==> src/rtl/ball_pkg.sv <==
// ball_pkg: shared definitions for the ball tracker.
//   - direction codes 0..7 (N, NE, E, SE, S, SW, W, NW)
//   - ASCII base for opponent move bytes ('0' .. '7')
//   - tracker FSM state and latched colour encodings
//   - field dimension limits and goal mouth half-width
//   - dim_ok(): checks one field dimension for even and in range
package ball_pkg;

   typedef enum logic [2:0] {IDLE, READY, OPP_TURN, MY_TURN, GAME_OVER} state_t;
   typedef enum logic [1:0] {COL_NONE, COL_RED, COL_BLUE} colour_t;

   localparam logic [2:0] DIR_N  = 3'd0;
   localparam logic [2:0] DIR_NE = 3'd1;
   localparam logic [2:0] DIR_E  = 3'd2;
   localparam logic [2:0] DIR_SE = 3'd3;
   localparam logic [2:0] DIR_S  = 3'd4;
   localparam logic [2:0] DIR_SW = 3'd5;
   localparam logic [2:0] DIR_W  = 3'd6;
   localparam logic [2:0] DIR_NW = 3'd7;

   localparam logic [7:0] ASCII_BASE = 8'h30;
   localparam logic [7:0] DIM_MIN    = 8'd4;
   localparam logic [7:0] DIM_MAX    = 8'd64;
   localparam logic [7:0] MOUTH_HALF = 8'd1;

   function automatic logic dim_ok(input logic [7:0] d);
      return !d[0] && (d >= DIM_MIN) && (d <= DIM_MAX);
   endfunction

endpackage

==> src/rtl/move_decoder.sv <==
// move_decoder: maps a move byte to a signed unit step.
//   code_byte  in   move byte; ASCII '0'..'7' when ASCII=1, raw code 0..7 otherwise
//   dx, dy     out  signed step in -1..+1 (dy negative is north)
//   valid      out  byte is a recognised move
module move_decoder import ball_pkg::*; #(
   parameter bit ASCII = 1'b1
) (
   input  logic              [7:0] code_byte,
   output logic signed       [1:0] dx,
   output logic signed       [1:0] dy,
   output logic                    valid
);

   logic [2:0] dir;

   always_comb begin
      dir = code_byte[2:0];
      // '0'..'7' share the upper five bits of the ASCII base; raw codes must have them clear
      valid = ASCII ? (code_byte[7:3] == ASCII_BASE[7:3]) : (code_byte[7:3] == 5'd0);
      dx = 2'sb00;
      dy = 2'sb00;
      case (dir)
         DIR_N:  begin dx = 2'sb00; dy = 2'sb11; end
         DIR_NE: begin dx = 2'sb01; dy = 2'sb11; end
         DIR_E:  begin dx = 2'sb01; dy = 2'sb00; end
         DIR_SE: begin dx = 2'sb01; dy = 2'sb01; end
         DIR_S:  begin dx = 2'sb00; dy = 2'sb01; end
         DIR_SW: begin dx = 2'sb11; dy = 2'sb01; end
         DIR_W:  begin dx = 2'sb11; dy = 2'sb00; end
         DIR_NW: begin dx = 2'sb11; dy = 2'sb11; end
         default: begin dx = 2'sb00; dy = 2'sb00; end
      endcase
   end

endmodule

==> src/rtl/ball_tracker.sv <==
// ball_tracker: tracks the ball position of a paper-soccer style game.
//   clk, rst                 clock, synchronous active-high reset
//   width/length(+_valid)    field size from the command decoder
//   red/blue/color_valid     local colour
//   opponent_game_start      pulse; opponent's turn begins
//   me_game_start            pulse; local turn begins
//   new_en_mov, RxD_data_Opponent   opponent move (ASCII '0'..'7')
//   my_move_valid, my_move   local move (code 0..7)
//   ball_x, ball_y           ball position
//   move_accepted/illegal    1-cycle result pulses, one cycle after the move
//   cfg_error, my_turn, goal_red, goal_blue, game_over   status levels
module ball_tracker import ball_pkg::*; (
   input  logic       clk,
   input  logic       rst,
   input  logic [7:0] width,
   input  logic       width_valid,
   input  logic [7:0] length,
   input  logic       length_valid,
   input  logic       red,
   input  logic       blue,
   input  logic       color_valid,
   input  logic       opponent_game_start,
   input  logic       me_game_start,
   input  logic       new_en_mov,
   input  logic [7:0] RxD_data_Opponent,
   input  logic       my_move_valid,
   input  logic [2:0] my_move,
   output logic [7:0] ball_x,
   output logic [7:0] ball_y,
   output logic       move_accepted,
   output logic       move_illegal,
   output logic       cfg_error,
   output logic       my_turn,
   output logic       goal_red,
   output logic       goal_blue,
   output logic       game_over
);

   state_t     state;
   colour_t    colour_q;
   logic [7:0] w_q;
   logic [7:0] l_q;

   logic signed [1:0] opp_dx, opp_dy, my_dx, my_dy;
   logic              opp_ok, my_ok;

   move_decoder #(.ASCII(1'b1)) u_opp_dec (
      .code_byte (RxD_data_Opponent),
      .dx        (opp_dx),
      .dy        (opp_dy),
      .valid     (opp_ok)
   );

   move_decoder #(.ASCII(1'b0)) u_my_dec (
      .code_byte ({5'd0, my_move}),
      .dx        (my_dx),
      .dy        (my_dy),
      .valid     (my_ok)
   );

   logic              mv_req, mv_fmt_ok, mv_legal, in_mouth, mv_goal_red, mv_goal_blue;
   logic signed [8:0] nx, ny;
   logic        [7:0] mouth_lo, mouth_hi;

   // Only the source owning the current turn is looked at; the other one is ignored.
   always_comb begin
      mv_req    = 1'b0;
      mv_fmt_ok = 1'b0;
      nx        = $signed({1'b0, ball_x});
      ny        = $signed({1'b0, ball_y});
      if (state == OPP_TURN && new_en_mov) begin
         mv_req    = 1'b1;
         mv_fmt_ok = opp_ok;
         nx        = $signed({1'b0, ball_x}) + $signed({{7{opp_dx[1]}}, opp_dx});
         ny        = $signed({1'b0, ball_y}) + $signed({{7{opp_dy[1]}}, opp_dy});
      end else if (state == MY_TURN && my_move_valid) begin
         mv_req    = 1'b1;
         mv_fmt_ok = my_ok;
         nx        = $signed({1'b0, ball_x}) + $signed({{7{my_dx[1]}}, my_dx});
         ny        = $signed({1'b0, ball_y}) + $signed({{7{my_dy[1]}}, my_dy});
      end
      mouth_lo     = {1'b0, w_q[7:1]} - MOUTH_HALF;
      mouth_hi     = {1'b0, w_q[7:1]} + MOUTH_HALF;
      mv_legal     = mv_fmt_ok && (nx >= 9'sd0) && (nx <= $signed({1'b0, w_q}))
                     && (ny >= 9'sd0) && (ny <= $signed({1'b0, l_q}));
      in_mouth     = (nx >= $signed({1'b0, mouth_lo})) && (nx <= $signed({1'b0, mouth_hi}));
      // Red defends row 0, so reaching row 0 in the mouth is a blue goal.
      mv_goal_blue = mv_legal && in_mouth && (ny == 9'sd0);
      mv_goal_red  = mv_legal && in_mouth && (ny == $signed({1'b0, l_q}));
   end

   always_ff @(posedge clk) begin
      if (rst) begin
         state         <= IDLE;
         colour_q      <= COL_NONE;
         w_q           <= 8'd0;
         l_q           <= 8'd0;
         ball_x        <= 8'd0;
         ball_y        <= 8'd0;
         move_accepted <= 1'b0;
         move_illegal  <= 1'b0;
         cfg_error     <= 1'b0;
         my_turn       <= 1'b0;
         goal_red      <= 1'b0;
         goal_blue     <= 1'b0;
         game_over     <= 1'b0;
      end else begin
         move_accepted <= 1'b0;
         move_illegal  <= 1'b0;
         unique case (state)
            IDLE: begin
               // A rejected configuration is sticky until reset.
               if (!cfg_error && width_valid && length_valid && color_valid) begin
                  if (dim_ok(width) && dim_ok(length)) begin
                     w_q      <= width;
                     l_q      <= length;
                     colour_q <= red ? COL_RED : (blue ? COL_BLUE : COL_NONE);
                     ball_x   <= {1'b0, width[7:1]};
                     ball_y   <= {1'b0, length[7:1]};
                     state    <= READY;
                  end else begin
                     cfg_error <= 1'b1;
                  end
               end
            end
            READY: begin
               if (opponent_game_start) begin
                  state <= OPP_TURN;
               end else if (colour_q == COL_RED) begin
                  state   <= MY_TURN;
                  my_turn <= 1'b1;
               end
            end
            OPP_TURN, MY_TURN: begin
               if (mv_req) begin
                  if (mv_legal) begin
                     ball_x        <= nx[7:0];
                     ball_y        <= ny[7:0];
                     move_accepted <= 1'b1;
                  end else begin
                     move_illegal <= 1'b1;
                  end
               end
               // The move is judged in the current turn; a goal overrides any turn change.
               if (mv_goal_red || mv_goal_blue) begin
                  goal_red  <= mv_goal_red;
                  goal_blue <= mv_goal_blue;
                  game_over <= 1'b1;
                  my_turn   <= 1'b0;
                  state     <= GAME_OVER;
               end else if (state == OPP_TURN && me_game_start) begin
                  state   <= MY_TURN;
                  my_turn <= 1'b1;
               end else if (state == MY_TURN && opponent_game_start) begin
                  state   <= OPP_TURN;
                  my_turn <= 1'b0;
               end
            end
            GAME_OVER: begin
               state <= GAME_OVER;
            end
            default: begin
               state <= IDLE;
            end
         endcase
      end
   end

endmodule

==> config.mk <==
export PLATFORM = sky130hd
export DESIGN_NAME = ball_tracker
export DESIGN_NICKNAME = d
export VERILOG_FILES = /design/src/rtl/ball_pkg.sv /design/src/rtl/move_decoder.sv /design/src/rtl/ball_tracker.sv
export SDC_FILE = /design/constraint.sdc
export NUM_CORES = 1
export LEC_CHECK = 0
export CAP_MARGIN = 20
export CORE_MARGIN = 5
export CORE_UTILIZATION = 60
export CTS_CLUSTER_SIZE = 28
export DETAILED_ROUTE_END_ITERATION = 10
export GPL_TIMING_DRIVEN = 0
export PLACE_DENSITY = 0.85
export SYNTH_ARGS = -nofsm -noshare
export SYNTH_HDL_FRONTEND = slang
export SYNTH_SLANG_ARGS = --single-unit
export TNS_END_PERCENT = 5
==> constraint.sdc <==
create_clock -name clk -period 7.2 [get_ports clk]
set_input_delay 0.72 -clock clk [delete_from_list [all_inputs] [get_ports clk]]
set_output_delay 0.72 -clock clk [all_outputs]
set_load 0.02 [all_outputs]
==> metrics.txt, run 1 <==
final core utilization ~73%; min Tclk post-route about 6400 ps; vias in the first global route approximately 4.5k; Fin. Hold Viols 0; worst path arrival time around 6600 ps; WS Path Type primary input to flip-flop; Die X-Extent between 90 and 100 um; most frequent CP cell ha_1; H-tree Lvls 2; clock slew at reported path FFs around 100 ps; Critical Path Fanout Max 9; die area 9050 um2; area delta synth->final 19.3%; GRT Overall Usage ~30%; via count 4719; max_slew headroom between 20 and 30%; Critical Path, Cell by Cell clkdlybuf4s50_1 > o21ai_0 > ha_1 > a2111oi_0 > o31ai_1 > mux2i_1 > a211o_1 > a211oi_1 > ha_1 > nand4_1 > or2_2 > o211ai_1 > o32a_1 > o211a_1 > buf_2 > o2111ai_1 > a21o_1 > nor3b_2; post_cts resized 0; final-report setup violation count 0; CTS Buffer Depth 2; CTS Hold Bufs 0; sw power 139 uW; Mapped Nets 656; max_cap viols 0; period utilisation layout 88.4%; worst-margin pin slew around 1000 ps; Slowest-stage cell, CP o21ai_0; initial antenna violation count 0; cell area power density just over 100 nW/um2; leakage power just over 0.002 uW; most frequent cells after synthesis 53 x ha_1, 45 x nand2_1, 44 x a21oi_1, 44 x dfxtp_1, 36 x nor2_1; r2r setup slk approximately 2200 ps; area leader, netlist dfxtp_1; Worst EP required 7380 ps; FFs w/ async S/R, synth 0%; DR vias/cell around 6.5; number of remaining DRC errors 0; CTS root buf clkbuf_8; postcts setup bufs 0; final net count 723; average size of a mapped cell 7.73 um2; count leader, synth ha_1; largest net degree at the start of global routing 16; Post-synth EDFFs 0; ANT cells 0; cell internal pwr 387 uW; layout cells sized above 1 under 10%; CORE AREA around 7100 um2; f_max ~160 MHz; mapped cell area approximately 4400 um2; initial drt markers ~370; worst hold path type flip-flop to flip-flop; Detail Placement HPWL roughly 10 mm; number of nets still failing antenna checks after routing 0; CTS tree yes; Sink Count 44; DR WL/cell approximately 18 um; worst r2r path cells 16; clk_lat worst skew 310 ps; Synth Register Bits 44; Critical Path Max Stage Delay around 840 ps; pins over their slew limit 0; CP startpoint RxD_data_Opponent[1]; input/output buffers 60; CTS Buf Count 5; FF-to-FF End my_turn$_SDFFE_PP0P_; yosys warns 0; Netlist cell types between 70 and 80; clock skew about 10 ps; Mapped Cells between 500 and 600; Worst VDD drop 0.0839 mV; Switching Share roughly a quarter; ys flop type dfxtp_1; outcome complete, no violations; Clk pwr share a little under two fifths; gr ovfl total 0; Setup TNS Final 0 ps; initial core utilization 61.0%; sequential power share 46.5%; first drt pass iteration count 5; Synth area leaders dfxtp_1 20%, ha_1 15%, a21oi_1 5.1%; top-area cell type share of the netlist area 20.2%; first-pass GRT wire length 21.3 mm; die extent in y roughly 95 um; end of the critical path my_turn$_SDFFE_PP0P_; unrepaired setup endpoints after global routing no; routed wire length 13.1 mm; row count 31; combinational group share of total power between 10% and 20%; Setup crit end kind flip-flop; post-synthesis sequential area ratio 20.2%; routability cong. slightly above 1; num ports 61; worst reg2reg startpoint ball_y[4]$_SDFFE_PP0P_; CP startpoint kind primary input
[final cells by class]
type | instances | area [um2]
multi-input combinational | 460 | 3220
buffer | 27 | 131
timing repair buffer | 60 | 601
fill | 604 | 1950
clock buffer | 5 | 68.8
inverter | 32 | 120
tap | 99 | 124
sequential | 44 | 881
clock inverter | 3 | 46.3
[logic make-up (layout without fill, tap and decap cells)]
family                     count (synthesis)  after routing  share of synthesized area [%]
AOI/OAI and AO/OA                        152            152                           23.8
and+or+nand+nor                          220            220                           27.1
buffers and inverters                     59            127                           5.78
DFF                                       44             44                           20.2
muxes                                      9              9                           2.10
xor gates and xnor gates                  24             24                           4.83
adders and majority gates                 55             55                           16.2
[sequential cells by signal (all words and copies together), names as in the netlist]
signal,flops
ball_x,8
ball_y,8
cfg_error,1
colour_q,2
game_over,1
goal_blue,1
goal_red,1
l_q,8
move_accepted,1
move_illegal,1
my_turn,1
state,3
w_q,8
[how the worst min path moves through the flow]
stage | depth (start not counted) | slack [ps] | endpoint | start
floorplan | 2 | 430 | l_q[7]$_SDFFE_PP0P_ | l_q[7]$_SDFFE_PP0P_
global placement | 2 | 440 | l_q[1]$_SDFFE_PP0P_ | l_q[1]$_SDFFE_PP0P_
detailed placement | 2 | 450 | l_q[2]$_SDFFE_PP0P_ | l_q[2]$_SDFFE_PP0P_
CTS | 2 | 460 | l_q[2]$_SDFFE_PP0P_ | l_q[2]$_SDFFE_PP0P_
global route | 2 | 470 | l_q[2]$_SDFFE_PP0P_ | l_q[2]$_SDFFE_PP0P_
finish | 2 | 460 | l_q[3]$_SDFFE_PP0P_ | l_q[3]$_SDFFE_PP0P_
[stage by stage]
stage	hold WS (ps)	area, um2	setup slack [ps]	total power (uW)	cells
global placement	440	5070	814	325	722
global route	474	5190	498	542	730
finish	461	5190	833	526	730
CTS	458	5190	941	524	730
detailed placement	445	5070	658	327	722
floorplan	430	4350	2460	291	563
[critical path, delay by kind of cell]
kind | cells | cell delay [ps]
buffers and inverters | 2 | 670
AO/OA/AOI/OAI | 10 | 3670
multiplexers | 1 | 150
AND/OR/NAND/NOR | 3 | 610
adder cells (fa/ha/maj) | 2 | 700
[metal layers]
metal / up-vias / wire (um) / part of all wire, % / track usage, %
met2: 265 / 6100 / 47 / 47.6
met3: 36 / 1210 / 9.3 / 6.39
li1: 2244 / - / - / -
met5: - / 0 / 0 / 0
met4: 0 / 379 / 2.9 / 11.8
met1: 2174 / 5410 / 41 / 37.9
[placed cells by master (no fill, tap or decap), types with 20 or more instances in the layout]
cell type and n:
a21oi_1 44, clkdlybuf4s50_1 60, dfxtp_1 44, ha_1 53, inv_1 30, nand2_1 45, nor2_1 36, nor3_1 23
o21ai_0 20
[power groups by stage]
| stage | Sequential, uW | Clock, uW | Combinational, uW |
|---|---|---|---|
| 3_3_place_gp | 250 | 0 | 74.7 |
| 5_1_grt | 245 | 211 | 86.1 |
| 2_1_floorplan | 251 | 0 | 40.3 |
| 3_5_place_dp | 250 | 0 | 77.0 |
| 6_report | 245 | 202 | 79.1 |
| 4_1_cts | 244 | 202 | 77.5 |
Power figures use the tool's default switching activity.
==> run 2, diff against run 1 <==
Settings changed: CORE_UTILIZATION 60 to 50, PLACE_DENSITY 0.85 to 0.72.
==> metrics.txt, run 2 (synthesis results as in run 1) <==
commonest non-fill, non-tap cell in the layout clkdlybuf4s50_1; row count 34 (+9.7%); CP startpoint kind primary input; outcome complete, no violations; first-pass GRT wire length 21.9 mm (+2.9%); largest net degree at the start of global routing 14 (-2); via count 4649 (-1.5%); CTS Buf Count 5 (unchanged); Detail Placement HPWL 10.7 mm (+6.3%); r2r setup slk 2110 ps (-100 ps); Setup TNS Final 0 ps (unchanged); max_cap viols 0 (unchanged); Critical Path Fanout Max 9 (unchanged); f_max 163 MHz (+3.6%); placed cell areas 5090 um2 (+0.22%); initial core utilization 50.6% (-10 points); CTS Hold Bufs 0 (unchanged); min Tclk post-route 6140 ps (-224 ps); Fin. Hold Viols 0 (unchanged); hold path depth 2 (unchanged); worst path arrival time 6320 ps (-230 ps); unrepaired setup endpoints after global routing no; CTS tree yes; DR WL/cell 18.7 um (+3.8%); area delta synth->final 19.5%; clk_lat worst skew 310 ps (about the same); period utilisation layout 85.3% (-3.1 points); met1 WL 6.27 mm (+16%); CORE AREA 8590 um2 (+20%); most frequent cells in the layout 60 x clkdlybuf4s50_1, 53 x ha_1, 45 x nand2_1; number of remaining DRC errors 0 (unchanged); num ports 61 (unchanged); worst reg2reg startpoint ball_x[1]$_SDFFE_PP0P_; CTS Buffer Depth 2 (unchanged); final net count 724 (+0.14%); number of nets still failing antenna checks after routing 0 (unchanged); final core utilization 60.5% (-12 points); Die X-Extent 103 um (+8.5%); routed length on met2 6.24 mm (+2.2%); final-report setup violation count 0 (unchanged); initial antenna violation count 0 (unchanged); pins over their slew limit 0 (unchanged); WS Path Type primary input to flip-flop; CP startpoint RxD_data_Opponent[1]; GRT Overall Usage 25.9% (-3.5 points); FF-to-FF End my_turn$_SDFFE_PP0P_; Max Used Layer met4; vias in the first global route 4397 (-1.8%); routed wire length 13.8 mm (+5.3%); DR vias/cell 6.28 (-2.8%); clock skew 8.16 ps (-1.93 ps); Sink Count 44 (unchanged); die area 10700 um2 (+18%); Worst VDD drop 0.0630 mV (-25%); H-tree Lvls 2 (unchanged); max_slew headroom 36.2% (+6.7 points); layout cells sized above 1 6.17% (-0.0098 points); initial drt markers 259 (-30%); end of the critical path my_turn$_SDFFE_PP0P_; CTS root buf clkbuf_8; leakage power 0.00203 uW (+0.23%); post_cts resized 0 (unchanged); cell area power density 99.5 nW/um2 (-1.8%); total power 517 uW (-1.6%); worst-margin pin slew 947 ps (-100 ps); Worst EP required 7370 ps (about the same); clock slew at reported path FFs 90 ps (about the same); worst hold path type flip-flop to flip-flop; routability cong. 0.962 (-5.4%); ANT cells 0 (unchanged); postcts setup bufs 0 (unchanged); gr ovfl total 0 (unchanged); die extent in y 103 um (+8.5%); input/output buffers 60 (unchanged); Final Cell Area 5200 um2 (+0.17%); first drt pass iteration count 5 (unchanged); worst r2r path cells 17 (+1); Setup crit end kind flip-flop; met3 WL 1.03 mm (-15%)
-- run 2: cell count changes in the layout (fill, tap and decap cells not counted), sizes merged --
cell,previous run,this run
clkbuf,22,24
clkinv,1,2
clkinvlp,1,0
inv,32,31
-- run 2: how the worst min path moves through the flow --
stage / endpoint / slack, ps / startpoint
after global placement: colour_q[0]$_SDFFE_PP0P_ / 440 / colour_q[0]$_SDFFE_PP0P_
after floorplan: l_q[7]$_SDFFE_PP0P_ / 430 / l_q[7]$_SDFFE_PP0P_
after global routing: l_q[1]$_SDFFE_PP0P_ / 480 / l_q[1]$_SDFFE_PP0P_
after detailed placement: l_q[5]$_SDFFE_PP0P_ / 450 / l_q[5]$_SDFFE_PP0P_
final: l_q[5]$_SDFFE_PP0P_ / 460 / l_q[5]$_SDFFE_PP0P_
after CTS: l_q[5]$_SDFFE_PP0P_ / 460 / l_q[5]$_SDFFE_PP0P_
-- run 2: area by class of cell --
cell class	instances	area, um2
fill	767	3390
multi-input combinational	460	3220
sequential	44	881
timing repair buffer	61	606
tap	108	135
buffer	27	131
inverter	32	120
clock buffer	6	72.6
clock inverter	2	35.0
-- run 2: layer usage --
metal  GRT usage [%]  vias to the layer above
li1                -                     2237
met5               0                        -
met1            35.6                     2197
met2            42.6                      196
met4            7.57                        0
met3            3.42                       19
-- run 2: report_power, final --
part	total (uW)	internal [uW]	switching [uW]
Sequential	244	244	0.800
Combinational	79.3	39.0	40.3
Clock	193	103	90.2
-- run 2: metrics by stage --
step | cells | setup slack, ps | hold slack [ps]
CTS | 739 | 1170 | 458
detailed placement | 731 | 855 | 445
global route | 740 | 754 | 479
floorplan | 563 | 2460 | 430
finish | 740 | 1060 | 456
global placement | 731 | 908 | 439
-- run 2: critical path, stage by stage --
cell and delay (ps):
clkdlybuf4s50_1 460, o21ai_0 770, ha_1 440, a2111oi_0 430
o31ai_1 180, mux2i_1 150, a211o_1 300, a211oi_1 510
ha_1 230, nand4_1 90, or2_2 340, o211ai_1 170
o32a_1 240, o211a_1 170, buf_2 210, o2111ai_1 370
a21o_1 360, nor3b_2 180
